==> src/rtl/ysyx_22050710_lsu_pkg.sv <==
// Shared definitions for the load/store unit: MemOP encodings, FSM states
// and the access-size decode.
package ysyx_22050710_lsu_pkg;

  localparam logic [2:0] MOP_B    = 3'b000;
  localparam logic [2:0] MOP_BU   = 3'b001;
  localparam logic [2:0] MOP_H    = 3'b010;
  localparam logic [2:0] MOP_HU   = 3'b011;
  localparam logic [2:0] MOP_W    = 3'b100;
  localparam logic [2:0] MOP_WU   = 3'b101;
  localparam logic [2:0] MOP_D    = 3'b110;
  localparam logic [2:0] MOP_NONE = 3'b111;

  typedef enum logic [1:0] {
    IDLE = 2'd0,
    REQ  = 2'd1,
    RESP = 2'd2,
    DONE = 2'd3
  } lsu_state_e;

  // size code (MemOP[2:1]) to access width in bytes: 1, 2, 4 or 8
  function automatic logic [3:0] bytes_of(input logic [1:0] size);
    bytes_of = 4'd1 << size;
  endfunction

endpackage

==> src/rtl/ysyx_22050710_lsu_align.sv <==
// Combinational byte-lane logic: alignment check, store byte enables and
// data placement, and right-alignment of the load beat.
module ysyx_22050710_lsu_align
  import ysyx_22050710_lsu_pkg::*;
(
  input  logic [2:0]  addr_lo,
  input  logic [1:0]  size,
  input  logic [63:0] wdata,
  input  logic [63:0] resp_rdata,
  output logic        misalign,
  output logic [7:0]  wmask,
  output logic [63:0] wdata_shifted,
  output logic [63:0] rdata_ext
);

  logic [3:0]  nbytes;
  logic [3:0]  lane_lo;
  logic [3:0]  lane_hi;
  logic [2:0]  lo_mask;
  logic [5:0]  bit_off;
  logic [63:0] rdata_shifted;

  assign nbytes        = bytes_of(size);
  assign lo_mask       = 3'(nbytes - 4'd1);
  assign misalign      = |(addr_lo & lo_mask);
  assign bit_off       = {addr_lo, 3'b000};
  assign wdata_shifted = wdata << bit_off;
  assign rdata_shifted = resp_rdata >> bit_off;
  assign lane_lo       = {1'b0, addr_lo};
  assign lane_hi       = lane_lo + nbytes;

  // a lane is enabled when it falls inside [addr_lo, addr_lo+nbytes)
  generate
    for (genvar gi = 0; gi < 8; gi++) begin : g_byte
      assign wmask[gi]            = (4'(gi) >= lane_lo) && (4'(gi) < lane_hi);
      assign rdata_ext[gi*8 +: 8] = (4'(gi) < nbytes) ? rdata_shifted[gi*8 +: 8] : 8'h00;
    end
  endgenerate

endmodule

==> src/rtl/ysyx_22050710_lsu.sv <==
// Load/store unit: accepts one access per command, runs a valid/ready bus
// transaction with a timeout, and reports completion with a one-cycle pulse.
module ysyx_22050710_lsu
  import ysyx_22050710_lsu_pkg::*;
#(
  parameter int TIMEOUT = 256
) (
  input  logic        i_clk,
  input  logic        i_rst_n,
  input  logic        i_valid,
  input  logic        i_MemWr,
  input  logic [2:0]  i_MemOP,
  input  logic [63:0] i_addr,
  input  logic [63:0] i_wdata,
  output logic        o_busy,
  output logic        o_done,
  output logic [63:0] o_rdata,
  output logic        o_misalign,
  output logic        o_err,
  output logic        o_req_valid,
  input  logic        i_req_ready,
  output logic [63:0] o_req_addr,
  output logic        o_req_wen,
  output logic [63:0] o_req_wdata,
  output logic [7:0]  o_req_wmask,
  input  logic        i_resp_valid,
  output logic        o_resp_ready,
  input  logic [63:0] i_resp_rdata,
  input  logic        i_resp_err
);

  localparam int CW = $clog2(TIMEOUT + 1);
  localparam logic [CW-1:0] CNT_LAST = CW'(TIMEOUT - 1);

  lsu_state_e    state_reg, state_next;
  logic [63:0]   addr_reg, addr_next;
  logic [63:0]   wdata_reg, wdata_next;
  logic [63:0]   rdata_reg, rdata_next;
  logic [1:0]    size_reg, size_next;
  logic          wr_reg, wr_next;
  logic          misalign_reg, misalign_next;
  logic          err_reg, err_next;
  logic [CW-1:0] cnt_reg, cnt_next;

  logic [2:0]    al_addr;
  logic [1:0]    al_size;
  logic          al_misalign;
  logic [7:0]    al_wmask;
  logic [63:0]   al_wdata;
  logic [63:0]   al_rdata;
  logic          timeout_hit;

  // in IDLE the alignment check must see the incoming command
  assign al_addr = (state_reg == IDLE) ? i_addr[2:0]  : addr_reg[2:0];
  assign al_size = (state_reg == IDLE) ? i_MemOP[2:1] : size_reg;

  ysyx_22050710_lsu_align u_align (
    .addr_lo       (al_addr),
    .size          (al_size),
    .wdata         (wdata_reg),
    .resp_rdata    (i_resp_rdata),
    .misalign      (al_misalign),
    .wmask         (al_wmask),
    .wdata_shifted (al_wdata),
    .rdata_ext     (al_rdata)
  );

  // >= covers a request handshake on the last budgeted cycle
  assign timeout_hit = (cnt_reg >= CNT_LAST);

  always_ff @(posedge i_clk or negedge i_rst_n) begin
    if (!i_rst_n) begin
      state_reg    <= IDLE;
      addr_reg     <= '0;
      wdata_reg    <= '0;
      rdata_reg    <= '0;
      size_reg     <= '0;
      wr_reg       <= 1'b0;
      misalign_reg <= 1'b0;
      err_reg      <= 1'b0;
      cnt_reg      <= '0;
    end else begin
      state_reg    <= state_next;
      addr_reg     <= addr_next;
      wdata_reg    <= wdata_next;
      rdata_reg    <= rdata_next;
      size_reg     <= size_next;
      wr_reg       <= wr_next;
      misalign_reg <= misalign_next;
      err_reg      <= err_next;
      cnt_reg      <= cnt_next;
    end
  end

  always_comb begin
    state_next    = state_reg;
    addr_next     = addr_reg;
    wdata_next    = wdata_reg;
    rdata_next    = rdata_reg;
    size_next     = size_reg;
    wr_next       = wr_reg;
    misalign_next = misalign_reg;
    err_next      = err_reg;
    cnt_next      = cnt_reg;
    case (state_reg)
      IDLE: begin
        if (i_valid) begin
          addr_next  = i_addr;
          wdata_next = i_wdata;
          size_next  = i_MemOP[2:1];
          wr_next    = i_MemWr;
          if (i_MemOP == MOP_NONE) begin
            err_next   = 1'b1;
            state_next = DONE;
          end else if (al_misalign) begin
            misalign_next = 1'b1;
            state_next    = DONE;
          end else begin
            cnt_next   = '0;
            state_next = REQ;
          end
        end
      end
      REQ: begin
        cnt_next = cnt_reg + 1'b1;
        if (i_req_ready) begin
          state_next = RESP;
        end else if (timeout_hit) begin
          err_next   = 1'b1;
          state_next = DONE;
        end
      end
      RESP: begin
        cnt_next = cnt_reg + 1'b1;
        if (i_resp_valid) begin
          rdata_next = wr_reg ? 64'd0 : al_rdata;
          err_next   = i_resp_err;
          state_next = DONE;
        end else if (timeout_hit) begin
          err_next   = 1'b1;
          state_next = DONE;
        end
      end
      DONE: begin
        rdata_next    = '0;
        misalign_next = 1'b0;
        err_next      = 1'b0;
        state_next    = IDLE;
      end
      default: state_next = IDLE;
    endcase
  end

  assign o_busy       = (state_reg != IDLE);
  assign o_done       = (state_reg == DONE);
  assign o_rdata      = rdata_reg;
  assign o_misalign   = misalign_reg;
  assign o_err        = err_reg;
  assign o_req_valid  = (state_reg == REQ);
  assign o_req_addr   = o_req_valid ? {addr_reg[63:3], 3'b000} : 64'd0;
  assign o_req_wen    = o_req_valid & wr_reg;
  assign o_req_wdata  = o_req_wen ? al_wdata : 64'd0;
  assign o_req_wmask  = o_req_wen ? al_wmask : 8'd0;
  assign o_resp_ready = (state_reg == RESP);

endmodule

==> config.mk <==
export PLATFORM = sky130hd
export DESIGN_NAME = ysyx_22050710_lsu
export DESIGN_NICKNAME = d
export VERILOG_FILES = /design/src/rtl/ysyx_22050710_lsu_pkg.sv /design/src/rtl/ysyx_22050710_lsu_align.sv /design/src/rtl/ysyx_22050710_lsu.sv
export SDC_FILE = /design/constraint.sdc
export NUM_CORES = 1
export LEC_CHECK = 0
export ABC_AREA = 1
export BUFFER_PORTS_ARGS = -buffer_cell sky130_fd_sc_hd__buf_2
export CORE_AREA = 3 3 160 162
export CTS_BUF_LIST = sky130_fd_sc_hd__clkbuf_2 sky130_fd_sc_hd__clkbuf_4 sky130_fd_sc_hd__clkbuf_8
export DETAILED_ROUTE_END_ITERATION = 6
export DIE_AREA = 0 0 163 165
export GPL_TIMING_DRIVEN = 0
export PLACE_DENSITY = 0.82
export REMOVE_ABC_BUFFERS = 1
export SYNTH_ARGS = -nofsm -noshare
export SYNTH_HDL_FRONTEND = slang
export SYNTH_HIERARCHICAL = 1
export SYNTH_SLANG_ARGS = --single-unit
==> constraint.sdc <==
create_clock -name i_clk -period 10.2 [get_ports i_clk]
set_input_delay 1.53 -clock i_clk [delete_from_list [all_inputs] [get_ports i_clk]]
set_output_delay 1.53 -clock i_clk [all_outputs]
set_load 0.01 [all_outputs]
; ---- Word-level counts from Yosys, hierarchy flattened
; Index checks and enable logic that the tools add are counted.
[word_totals]
register_bits = 208
out_inout_bits = 207
inputBits = 202
[op_classes]
reduce_logical = 20
mux = 37
shift = 3
bitwise = 2
n_lt_le_gt_ge = 25
n_eq_ne = 11
addsub = 3
[ops]
columns = operator, n
row1 = 2-to-1 mux 64 bit, 4
row2 = one-hot mux 64 bit (2 select lines), 1
row3 = 2-to-1 mux 8 bit, 9
row4 = << shifter 64 x 6 -> 64 bit, 1
row5 = right shift 64 x 6 -> 64 bit, 1
row6 = < comparator 3 x 4 -> 1 bit (first input constant), 8
row7 = 2-to-1 mux 9 bit, 3
row8 = one-hot mux 9 bit (2 select lines), 1
row9 = < comparator 1 x 4 -> 1 bit (first input constant), 4
row10 = < comparator 2 x 4 -> 1 bit (first input constant), 4
row11 = 2-to-1 mux 2 bit, 7
row12 = >= comparator 3 bit (first input constant), 4
row13 = != test 2 bit (second input constant), 6
row14 = adder 9 x 1 -> 9 bit (second input constant), 1
row15 = >= comparator 9 x 8 -> 1 bit (second input constant), 1
row16 = logical AND 1 bit, 8
row17 = 2-to-1 mux 1 bit, 8
row18 = one-hot mux 2 bit (4 select lines), 1
row19 = AND reduction 4 bit, 2
row20 = nonzero test 2 bit, 4
row21 = >= comparator 1 x 3 -> 1 bit (first input constant), 2
row22 = >= comparator 2 x 3 -> 1 bit (first input constant), 2
row23 = adder 3 x 4 -> 4 bit, 1
row24 = == test 2 bit (second input constant), 2
row25 = other kinds (15), 16

; ---- Longest topological paths before layout
; Gate-level depths: netlist (run 1).
[depth]
depth_word = 10
ltp_mapped = 21
mapped_depth_nobuf = 18

; ---- Hierarchy
; Netlist (run 1), hierarchy kept.
[modules_own_cells]
columns = mod, area_each_um2, cells_each, seq_area_each_um2, n_inst
row1 = ysyx_22050710_lsu, 9582.9, 988, 5205.0, 1
row2 = ysyx_22050710_lsu_align, 3583.4, 809, 0.0, 1

; ---- Least setup slack after synthesis (run 1)
; No wires, ideal clock.
[synth_timing]
kind = input to output
start = in i_MemOP[2]
end = out o_req_wmask[4]
n_path_buf = 2
path_slack_ns = 4.976
arrival_time_ns = 3.694
path_stages = 13
path_cell_list = inv_1 -> o21ai_0 -> clkbuf_1 -> buf_1 -> nor2_1 -> fa_1 -> nand3_1 -> nand2_1 -> nand2_1 -> nand2_1 -> nor2_1 -> inv_1 -> nor2_1
[synth_between]
elab_chain_cells = 6
[synth_rtl]
columns = element, line_no
row1 = from (decl), ysyx_22050710_lsu.sv:12  ; input logic [2:0] i_MemOP,
row2 = 2-to-1 mux 2 bit, ysyx_22050710_lsu.sv:55  ; assign al_size = (state_reg == IDLE) ? i_MemOP[2:1] : size_reg;
row3 = net al_size[1], ysyx_22050710_lsu.sv:46  ; logic [1:0] al_size;
row4 = << shifter 1 x 2 -> 4 bit, ysyx_22050710_lsu_pkg.sv:23  ; bytes_of = 4'd1 << size;
row5 = adder 3 x 4 -> 4 bit, ysyx_22050710_lsu_align.sv:30  ; assign lane_hi = lane_lo + nbytes;
row6 = < comparator 3 x 4 -> 1 bit, ysyx_22050710_lsu_align.sv:35  ; assign wmask[gi] = (4'(gi) >= lane_lo) && (4'(gi) < lane_hi);
row7 = logical AND 1 bit, ysyx_22050710_lsu_align.sv:35
row8 = net al_wmask[4], ysyx_22050710_lsu.sv:48  ; logic [7:0] al_wmask;
row9 = 2-to-1 mux 8 bit, ysyx_22050710_lsu.sv:163  ; assign o_req_wmask = o_req_wen ? al_wmask : 8'd0;
row10 = to (decl), ysyx_22050710_lsu.sv:25  ; output logic [7:0] o_req_wmask,
; The timed path passes the listed nets, and every way through them passes these cells.

; ---- Worst setup path in the final report (run 1)
[layout_timing]
start = reg state_reg[0]
end = out o_req_wdata[62]
[layout_between]
elab_chain_cells = 4
elab_cells_between_ends = 6
classes_between = eq/ne: 1 / shift: 1 / mux: 2 / bitwise: 1 / reduce/logical: 1
[layout_rtl]
columns = element, line_no
row1 = from (decl), ysyx_22050710_lsu.sv:35  ; lsu_state_e state_reg, state_next;
row2 = from (signal assigned), ysyx_22050710_lsu.sv:83  ; state_reg <= state_next;
row3 = zero test 2 bit, ysyx_22050710_lsu.sv:54  ; assign al_addr = (state_reg == IDLE) ? i_addr[2:0] : addr_reg[2:0];
row4 = 2-to-1 mux 3 bit, ysyx_22050710_lsu.sv:54
row5 = net al_addr[1], ysyx_22050710_lsu.sv:45  ; logic [2:0] al_addr;
row6 = << shifter 64 x 6 -> 64 bit, ysyx_22050710_lsu_align.sv:27  ; assign wdata_shifted = wdata << bit_off;
row7 = net al_wdata[62], ysyx_22050710_lsu.sv:49  ; logic [63:0] al_wdata;
row8 = 2-to-1 mux 64 bit, ysyx_22050710_lsu.sv:162  ; assign o_req_wdata = o_req_wen ? al_wdata : 64'd0;
row9 = to (decl), ysyx_22050710_lsu.sv:24  ; output logic [63:0] o_req_wdata,
; The timed path passes the listed nets, and every way through them passes these cells.

==> results of run 1 <==
==> worst max-delay path by stage <==
stage	startpoint	slack (ns)	cells past startpoint	endpoint
2_1_floorplan	i_addr[0]	-4.04	9	o_req_wdata[29]
3_3_place_gp	i_addr[0]	-11.34	11	o_req_wdata[30]
3_5_place_dp	i_addr[1]	4.36	13	o_req_wdata[62]
4_1_cts	state_reg[0]$_DFFE_PN0N_	4.21	14	o_req_wdata[62]
5_1_grt	state_reg[0]$_DFFE_PN0N_	3.83	14	o_req_wdata[62]
6_report	state_reg[0]$_DFFE_PN0N_	4.14	14	o_req_wdata[62]
==> through the flow <==
step                cell area [sq um]  utilization (%)  setup slack [ns]
CTS                             16340            67.39             4.209
detailed placement              15530            64.07             4.363
floorplan                       12610                -            -4.042
global route                    16340            67.40             3.831
finish                          16350            67.43             4.144
global placement                15040            62.02            -11.34
==> cells by family after synthesis <==
kind of cell / Yosys count
buffers and inverters: 355
xor gates and xnor gates: 1
AOI/OAI and AO/OA: 241
other: 1
and+or+nand+nor: 855
muxes: 126
DFF: 208
adders and majority gates: 10
==> cell type report <==
type	count	area (sq um)	share of cell area, %
diodes	3	7.507	0.04592
clock inverters	7	45.04	0.2755
repair buffers	423	2445	14.95
multi-input cells	1236	6591	40.32
clock buffers	59	762.0	4.661
inverters	236	888.4	5.434
flip-flops and latches	208	5205	31.84
well taps	324	405.4	2.480
==> critical path: stages (launching register included) <==
cell,delay (ns)
dfrtp_1,0.45
inv_1,0.12
ha_1,0.38
inv_2,0.27
o21ai_4,0.79
buf_12,0.28
inv_2,0.15
nor2_4,0.54
inv_2,0.33
o22ai_1,0.20
inv_1,0.05
o21ai_0,0.07
inv_1,0.06
nor2_1,0.12
buf_2,0.16
==> placed cells by master, fill, tap and decap left out, drive strengths merged <==
master / n
mux2: 126
o221ai: 1
inv: 238
a21oi: 24
conb: 3
dfrtp: 208
a31oi: 2
o21bai: 17
diode: 3
nor2: 195
xor2: 1
nand4: 5
nand3b: 1
clkbuf: 59
clkinvlp: 1
nand2: 476
o22ai: 3
buf: 423
o21ai: 161
o211ai: 33
ha: 9
clkinv: 4
fa: 1
nand3: 161
nor3: 8
or2: 9
==> power groups by stage <==
stage / clock network, mW / logic [mW] / registers (mW)
after floorplan: 0 / 2.36 / 1.35
after global placement: 0 / 3.34 / 1.37
after detailed placement: 0 / 3.41 / 1.39
after CTS: 0.856 / 3.43 / 1.38
after global routing: 0.897 / 3.84 / 1.42
final: 0.841 / 3.47 / 1.38
==> layer usage <==
layer	track usage, %	share of wire, %
met4	14.61	4.4
met3	8.227	10
met5	0	0.097
met2	53.47	48
met1	36.55	37
==> metrics.md, run 1 <==
| Metric | Value |
|---|---|
| Critical path fanouts, max | 31 |
| WHS Endpoint | addr_reg[0]$_DFFE_PN0P_ |
| Hold WS | a little under 0.5 ns |
| Detailed Route Iter0 Violations | around 1400 |
| Drt total wl | 43220 um |
| Pre-Repair DR Iteration Count | 5 |
| Final Hold Fails | 0 |
| CTS Buffer Depth | 3 |
| Clock sinks | ~210 |
| Max_slew headroom | 30.30% |
| Htree depth | 2 |
| RSZ-0062 raised after global routing | false |
| Grt total ovfl | 0 |
| Cts repair resizes | 0 |
| Async SR Flop Fraction | 100.0% |
| Worst Skew | ~0.021 ns |
| Switching pwr | 2.758 mW |
| Die Ht | about 170 um |
| Worst Max-Slew Pin Slew | roughly 1.0 ns |
| Hold path cells | 2 |
| Worst VDD drop | 0.2055 mV |
| Final setup violation count | 0 |
| Detail Placement HPWL | 30660 um |
| Synth cell types | 33 |
| Synth area leader | dfrtp_1 |
| Worst Path Arrival | approximately 4.5 ns |
| Leading cell types by count after synthesis | 474 x nand2_1, 228 x inv_1, 208 x dfrtp_1 |
| Cells after Synth | approximately 1800 |
| Die Area | between 20000 and 30000 sq um |
| Area contributors post-synth | dfrtp_1 40%, nand2_1 14%, mux2_2 8.2% |
| Post-cts hold buffer count | 0 |
| Area of the mapped netlist | 13170 sq um |
| Initial Utilization | a little over half |
| R2r setup slk | approximately 6.2 ns |
| Hold path start | addr_reg[0]$_DFFE_PN0P_ |
| Max-cap viol count | 0 |
| Internal power | 2.938 mW |
| Status | finished, final reports clean |
| Row count | 57 |
| Share of Yosys cell area claimed by the top area cell type | about two fifths |
| Max-slew violation count | 0 |
| Largest net degree at the start of global routing | 113 |
| Worst skew pair latency | 0.53 ns |
| Simple-gate share of the synthesized area | 26.50% |
| CP Launch Type | flip-flop |
| Core footprint | 24250 sq um |
| DRC violation count after routing | 0 |
| CTS tree | yes |
| IO buf count | 405 |
| Clock share of power | 14.8% |
| Post-synth EDFFs | 0 |
| Non-Filler Instances | 2496 |
| Sw Share | between 40 and 50% |
| Vias in the first global route | 13230 |
| Most frequent cell after synthesis | nand2_1 |
| Synth Area in Compound Gates | 10.19% |
| Mux cell area share after synthesis | between 10% and 20% |
| Fillers | slightly above 2000 |
| Reg2reg path depth | 13 |
| IO Pins | 409 |
| Max Clock Freq | 165.1 MHz |
| Reg power frac | 24.3% |
| Seq/Total Area, Yosys | roughly 40% |
| Layout cell share with drive strength beyond 1 | 29.97% |
| Syn_area_per_cell | 7.327 sq um |
| Antenna violations before repair | 6 |
| P_leak | 9.364 nW |
| Type of the worst setup path | flip-flop to primary output |
| ANT nets after route | 0 |
| Synth Flop Type | dfrtp_1 |
| Endpoint class of the critical path | primary output |
| DR vias/cell | 5.440 |
| Final min period | 6.056 ns |
| Area grow syn2layout | 24.18% |
| Num CTS Buffers | 38 |
| GRT Util Overall | a little under a third |
| Die Wd | 163 um |
| Worst r2r dst | o_rdata[10]$_DFFE_PN0P_ |
| WP data required | 8.67 ns |
| Yosys reg bits | 208 |
| Placed insts | 2427 |
| Post-Synth XOR/XNOR Area | 0.06652% |
| Tot Pwr | approximately 5.7 mW |
| Gpl congestion | 0.9459 |
| Postcts setup bufs | 0 |
| HP Class | flip-flop to flip-flop |
| PD cells | approximately 350 nW/um^2 |
| CTS root buf | clkbuf_8 |
| Clk pin slew, worst setup/hold paths | 0.06 ns |
| Total number of yosys warnings | 6 |
| Vias | ~14000 |
| Fin crit share | 59.37% |
| First-pass GRT wire length | 67430 um |
| Setup TNS | 0 ns |
| Nets | 2355 |
| Post-Synth Adder-Cell Area | a little over 1% |
| Gate power share | around three fifths |
| Reg-to-reg critical path startpoint | state_reg[0]$_DFFE_PN0N_ |
| Largest family of logic cells by synthesized area | simple AND/OR/NAND/NOR gates |
| Avg WL per Cell | 17.32 um |
(Power assumes the default switching activity.)
==> inputs of run 2 (changes only) <==
--- a/config.mk
+++ b/config.mk
@@ -5,14 +5,14 @@
 export SDC_FILE = /design/constraint.sdc
 export NUM_CORES = 1
 export LEC_CHECK = 0
-export ABC_AREA = 1
+export ABC_AREA = 0
 export BUFFER_PORTS_ARGS = -buffer_cell sky130_fd_sc_hd__buf_2
-export CORE_AREA = 3 3 160 162
+export CORE_MARGIN = 3
+export CORE_UTILIZATION = 49
 export CTS_BUF_LIST = sky130_fd_sc_hd__clkbuf_2 sky130_fd_sc_hd__clkbuf_4 sky130_fd_sc_hd__clkbuf_8
 export DETAILED_ROUTE_END_ITERATION = 6
-export DIE_AREA = 0 0 163 165
 export GPL_TIMING_DRIVEN = 0
-export PLACE_DENSITY = 0.82
+export PLACE_DENSITY = 0.79
 export REMOVE_ABC_BUFFERS = 1
 export SYNTH_ARGS = -nofsm -noshare
 export SYNTH_HDL_FRONTEND = slang
==> constraint.sdc (replaced) <==
create_clock -name i_clk -period 5.1 [get_ports i_clk]
set_input_delay 0.765 -clock i_clk [delete_from_list [all_inputs] [get_ports i_clk]]
set_output_delay 0.765 -clock i_clk [all_outputs]
set_load 0.01 [all_outputs]
==> run 2 against run 1 <==
  * Sequential power increased by 110%
  * Critical path depth decreased by 2
  * Sequential share of layout area decreased by 0.082 points
  * Synthesized cell count decreased by 23%
  * Routed wire length decreased by 1.2%
  * Register-to-register slack got worse by 5.5 ns
  * Worst setup slack got worse by 3.9 ns
  * Worst hold slack got worse by 0.25 ns
  * Critical path type unchanged
==> metrics.md, run 2 <==
| Metric | Value |
|---|---|
| Max Clock Freq | 207.5 MHz |
| Worst setup margin | 0.2813 ns (-3.863 ns) |
| Commonest non-fill, non-tap cell in the layout | buf_2 |
| Grt met2 use | 47.67% (-5.8 points) |
| Final Hold Fails | 0 (unchanged) |
| Synth area leader | dfrtp_1 |
| Setup TNS | 0 ns (unchanged) |
| Die Ht | 171.1 um (+3.7%) |
| CTS Buffer Depth | 3 (unchanged) |
| Synth cell types | 57 (+73%) |
| Endpoint class of the critical path | primary output |
| Critical path's top delay family | adder cells |
| Hold WS | 0.2397 ns (-0.2535 ns) |
| Detail Placement HPWL | 28880 um (-5.8%) |
| Pre-Repair DR Iteration Count | 5 (unchanged) |
| Cells after Synth | 1375 (-23%) |
| Non-Filler Instances | 2087 (-16%) |
| Syn_area_per_cell | 9.709 sq um (+33%) |
| GRT Util Overall | 27.84% (-3.3 points) |
| Avg WL per Cell | 20.46 um (+18%) |
| Critical path cell sequence | inv_1, ha_4, mux2_8, buf_16, ha_1, fa_1, and2_1, a21oi_1, o22ai_1, a221oi_1, and3_1, buf_2 |
| Post-synth EDFFs | 0 (unchanged) |
| Status | finished, final reports clean |
| Worst Skew | 0.02360 ns (+0.002936 ns) |
| Worst Path Arrival | 4.05 ns (-0.48 ns) |
| Max-slew violation count | 0 (unchanged) |
| Slowest stage delay, CP | 0.51 ns (-0.28 ns) |
| Area contributors post-synth | dfrtp_1 39%, mux2_2 14%, mux2i_1 7.0% |
| Core footprint | 26430 sq um (+9.0%) |
| Type of the worst setup path | flip-flop to primary output |
| Fillers | 2215 (+9.8%) |
| PD cells | 695.2 nW/um^2 (+100%) |
| P_leak | 8.242 nW (-12%) |
| Total number of yosys warnings | 6 (unchanged) |
| Worst Max-Slew Pin Slew | 1.144 ns (+0.1006 ns) |
| WP data required | 4.34 ns (-4.33 ns) |
| RSZ-0062 raised after global routing | false |
| Synth Flop Type | dfrtp_1 |
| Clk pin slew, worst setup/hold paths | 0.06 ns (about the same) |
| Final setup violation count | 0 (unchanged) |
| Max-cap viol count | 0 (unchanged) |
| Grt total ovfl | 0 (unchanged) |
| Fin util | 62.04% (-5.4 points) |
| IO buf count | 405 (unchanged) |
| CP Launch Type | flip-flop |
| CTS tree | yes |
| DR vias/cell | 5.795 (+6.5%) |
| Most frequent cell after synthesis | dfrtp_1 |
| GR Util met1 | 33.83% (-2.7 points) |
| GR Util met3 | 6.770% (-1.5 points) |
| Pre-CTS setup slack | -0.1610 ns (-4.524 ns) |
| Yosys reg bits | 208 (unchanged) |
| Row count | 59 (+3.5%) |
| Most Crowded Layer GR | met2 |
| Design area | 16400 sq um (+0.28%) |
| Initial Utilization | 50.52% (-3.8 points) |
| HP Class | primary input to async pin |
| Layout cell share with drive strength beyond 1 | 40.07% (+10 points) |
| Tot Pwr | 11.40 mW (+100%) |
| Clock sinks | 208 (unchanged) |
| Worst VDD drop | 0.3941 mV (+92%) |
| Area grow syn2layout | 22.81% |
| Gpl congestion | 0.8343 (-12%) |
| Die Wd | 171.1 um (+4.9%) |
| Vias in the first global route | 12150 (-8.2%) |
| Seq/Total Area, Yosys | 38.99% (-0.54 points) |
| First-pass GRT wire length | 65090 um (-3.5%) |
| CTS root buf | clkbuf_8 |
| Fin crit share | 94.48% |
| Commonest cells after routing, fill and taps aside | 404 x buf_2, 207 x dfrtp_1, 203 x nand2_1 |
| Antenna violations before repair | 2 (-4) |
| Post-Place Cell Area | 15450 sq um (-0.54%) |
| Placed insts | 2012 (-17%) |
| Final min period | 4.819 ns |
| Area of the mapped netlist | 13350 sq um (+1.4%) |
| Async SR Flop Fraction | 100.0% (unchanged) |
| Drt total wl | 42700 um (-1.2%) |
| Critical path fanouts, max | 54 (+74%) |
| Detailed Route Iter0 Violations | 880 (-36%) |
| Num CTS Buffers | 39 (+2.6%) |
| ANT nets after route | 0 (unchanged) |
| Max_slew headroom | 23.60% (-6.7 points) |
| Vias | 12100 (-11%) |
| Crit-path slowest cell | mux2_8 |
| Nets | 1939 (-18%) |
| Worst skew pair latency | 0.53 ns (about the same) |
| Largest net degree at the start of global routing | 119 (+5.3%) |
| Buffer and inverter count on the worst path | 3 (-5) |
| Leading cell types by count after synthesis | 208 x dfrtp_1, 204 x nand2_1, 167 x mux2_2 |
| Htree depth | 2 (unchanged) |
| IO Pins | 409 (unchanged) |
| DRC violation count after routing | 0 (unchanged) |
| Share of Yosys cell area claimed by the top area cell type | 38.99% (-0.54 points) |
| ANT cells | 0 (-3) |
| Die Area | 29260 sq um (+8.8%) |
## run 2: cell types whose count changed in the layout (fill, tap and decap cells not counted), sizes merged, moves of 41 or more
cell,delta
mux2,+43
nand2,-272
nand3,-154
and2,+85
o21ai,-41
inv,-222
mux2i,+93
and3,+76
nor2,-119
## run 2: path summary, 6_finish.rpt
path	from	to	slack, ns	cells past startpoint
min in group i_clk	i_wdata[53]	wdata_reg[53]$_DFFE_PN0P_	0.46	2
max	state_reg[0]$_DFFE_PN0N_	o_req_wmask[2]	0.28	12
min reg2reg	o_rdata[47]$_DFFE_PN0P_	o_rdata[47]$_DFFE_PN0P_	0.47	2
max reg2reg	state_reg[0]$_DFFE_PN0N_	o_rdata[58]$_DFFE_PN0P_	0.71	12
min	i_rst_n	o_rdata[39]$_DFFE_PN0P_	0.24	1
max in group asynchronous	i_rst_n	wr_reg$_DFFE_PN0P_	3.79	2
## run 2: per-layer routing
layer	part of all wire (%)	up-vias	routed length, um
li1	-	5526	-
met1	39	5812	16630
met2	48	630	20670
met3	8.5	123	3642
met4	4.0	4	1727
met5	0.049	-	21
## run 2: timing repair
| action | 4_1_cts | 5_1_grt |
|---|---|---|
| buffers inserted | 0 | 6 |
| setup endpoints to repair | 25 | 5 |
| cloned | 2 | 1 |
| resized for setup | 4 | 1 |
| hold buffers | 0 | 0 |
## run 2: kinds of logic (layout without fill, tap and decap cells)
kind of cell	count (synthesis)	count (layout)	share of synthesized area, %
xor+xnor	1	1	0.06562
simple gates	489	489	17.84
mux	284	286	25.11
buf+inv	135	508	6.157
other cells	1	3	0.02809
fa+ha+maj	10	10	0.9935
compound gates	247	247	10.82
flops	208	208	38.99
## run 2: where the power goes
group / switching [mW] / leakage (nW) / internal (mW)
combinational: 3.79 / 5.23 / 2.99
clock: 0.717 / 0.423 / 0.983
sequential: 0.554 / 2.59 / 2.37
total: 5.06 / 8.24 / 6.34
## run 2: cell type report
| cell class | instances | area (sq um) | share of cell area, % |
|---|---|---|---|
| Tap cell | 335 | 419.2 | 2.556 |
| Timing Repair Buffer | 426 | 2442 | 14.90 |
| Inverter | 16 | 60.06 | 0.3663 |
| Multi-Input combinational cell | 1036 | 7455 | 45.47 |
| Sequential cell | 208 | 5206 | 31.75 |
| Clock buffer | 60 | 750.7 | 4.579 |
| Clock inverter | 6 | 62.56 | 0.3816 |
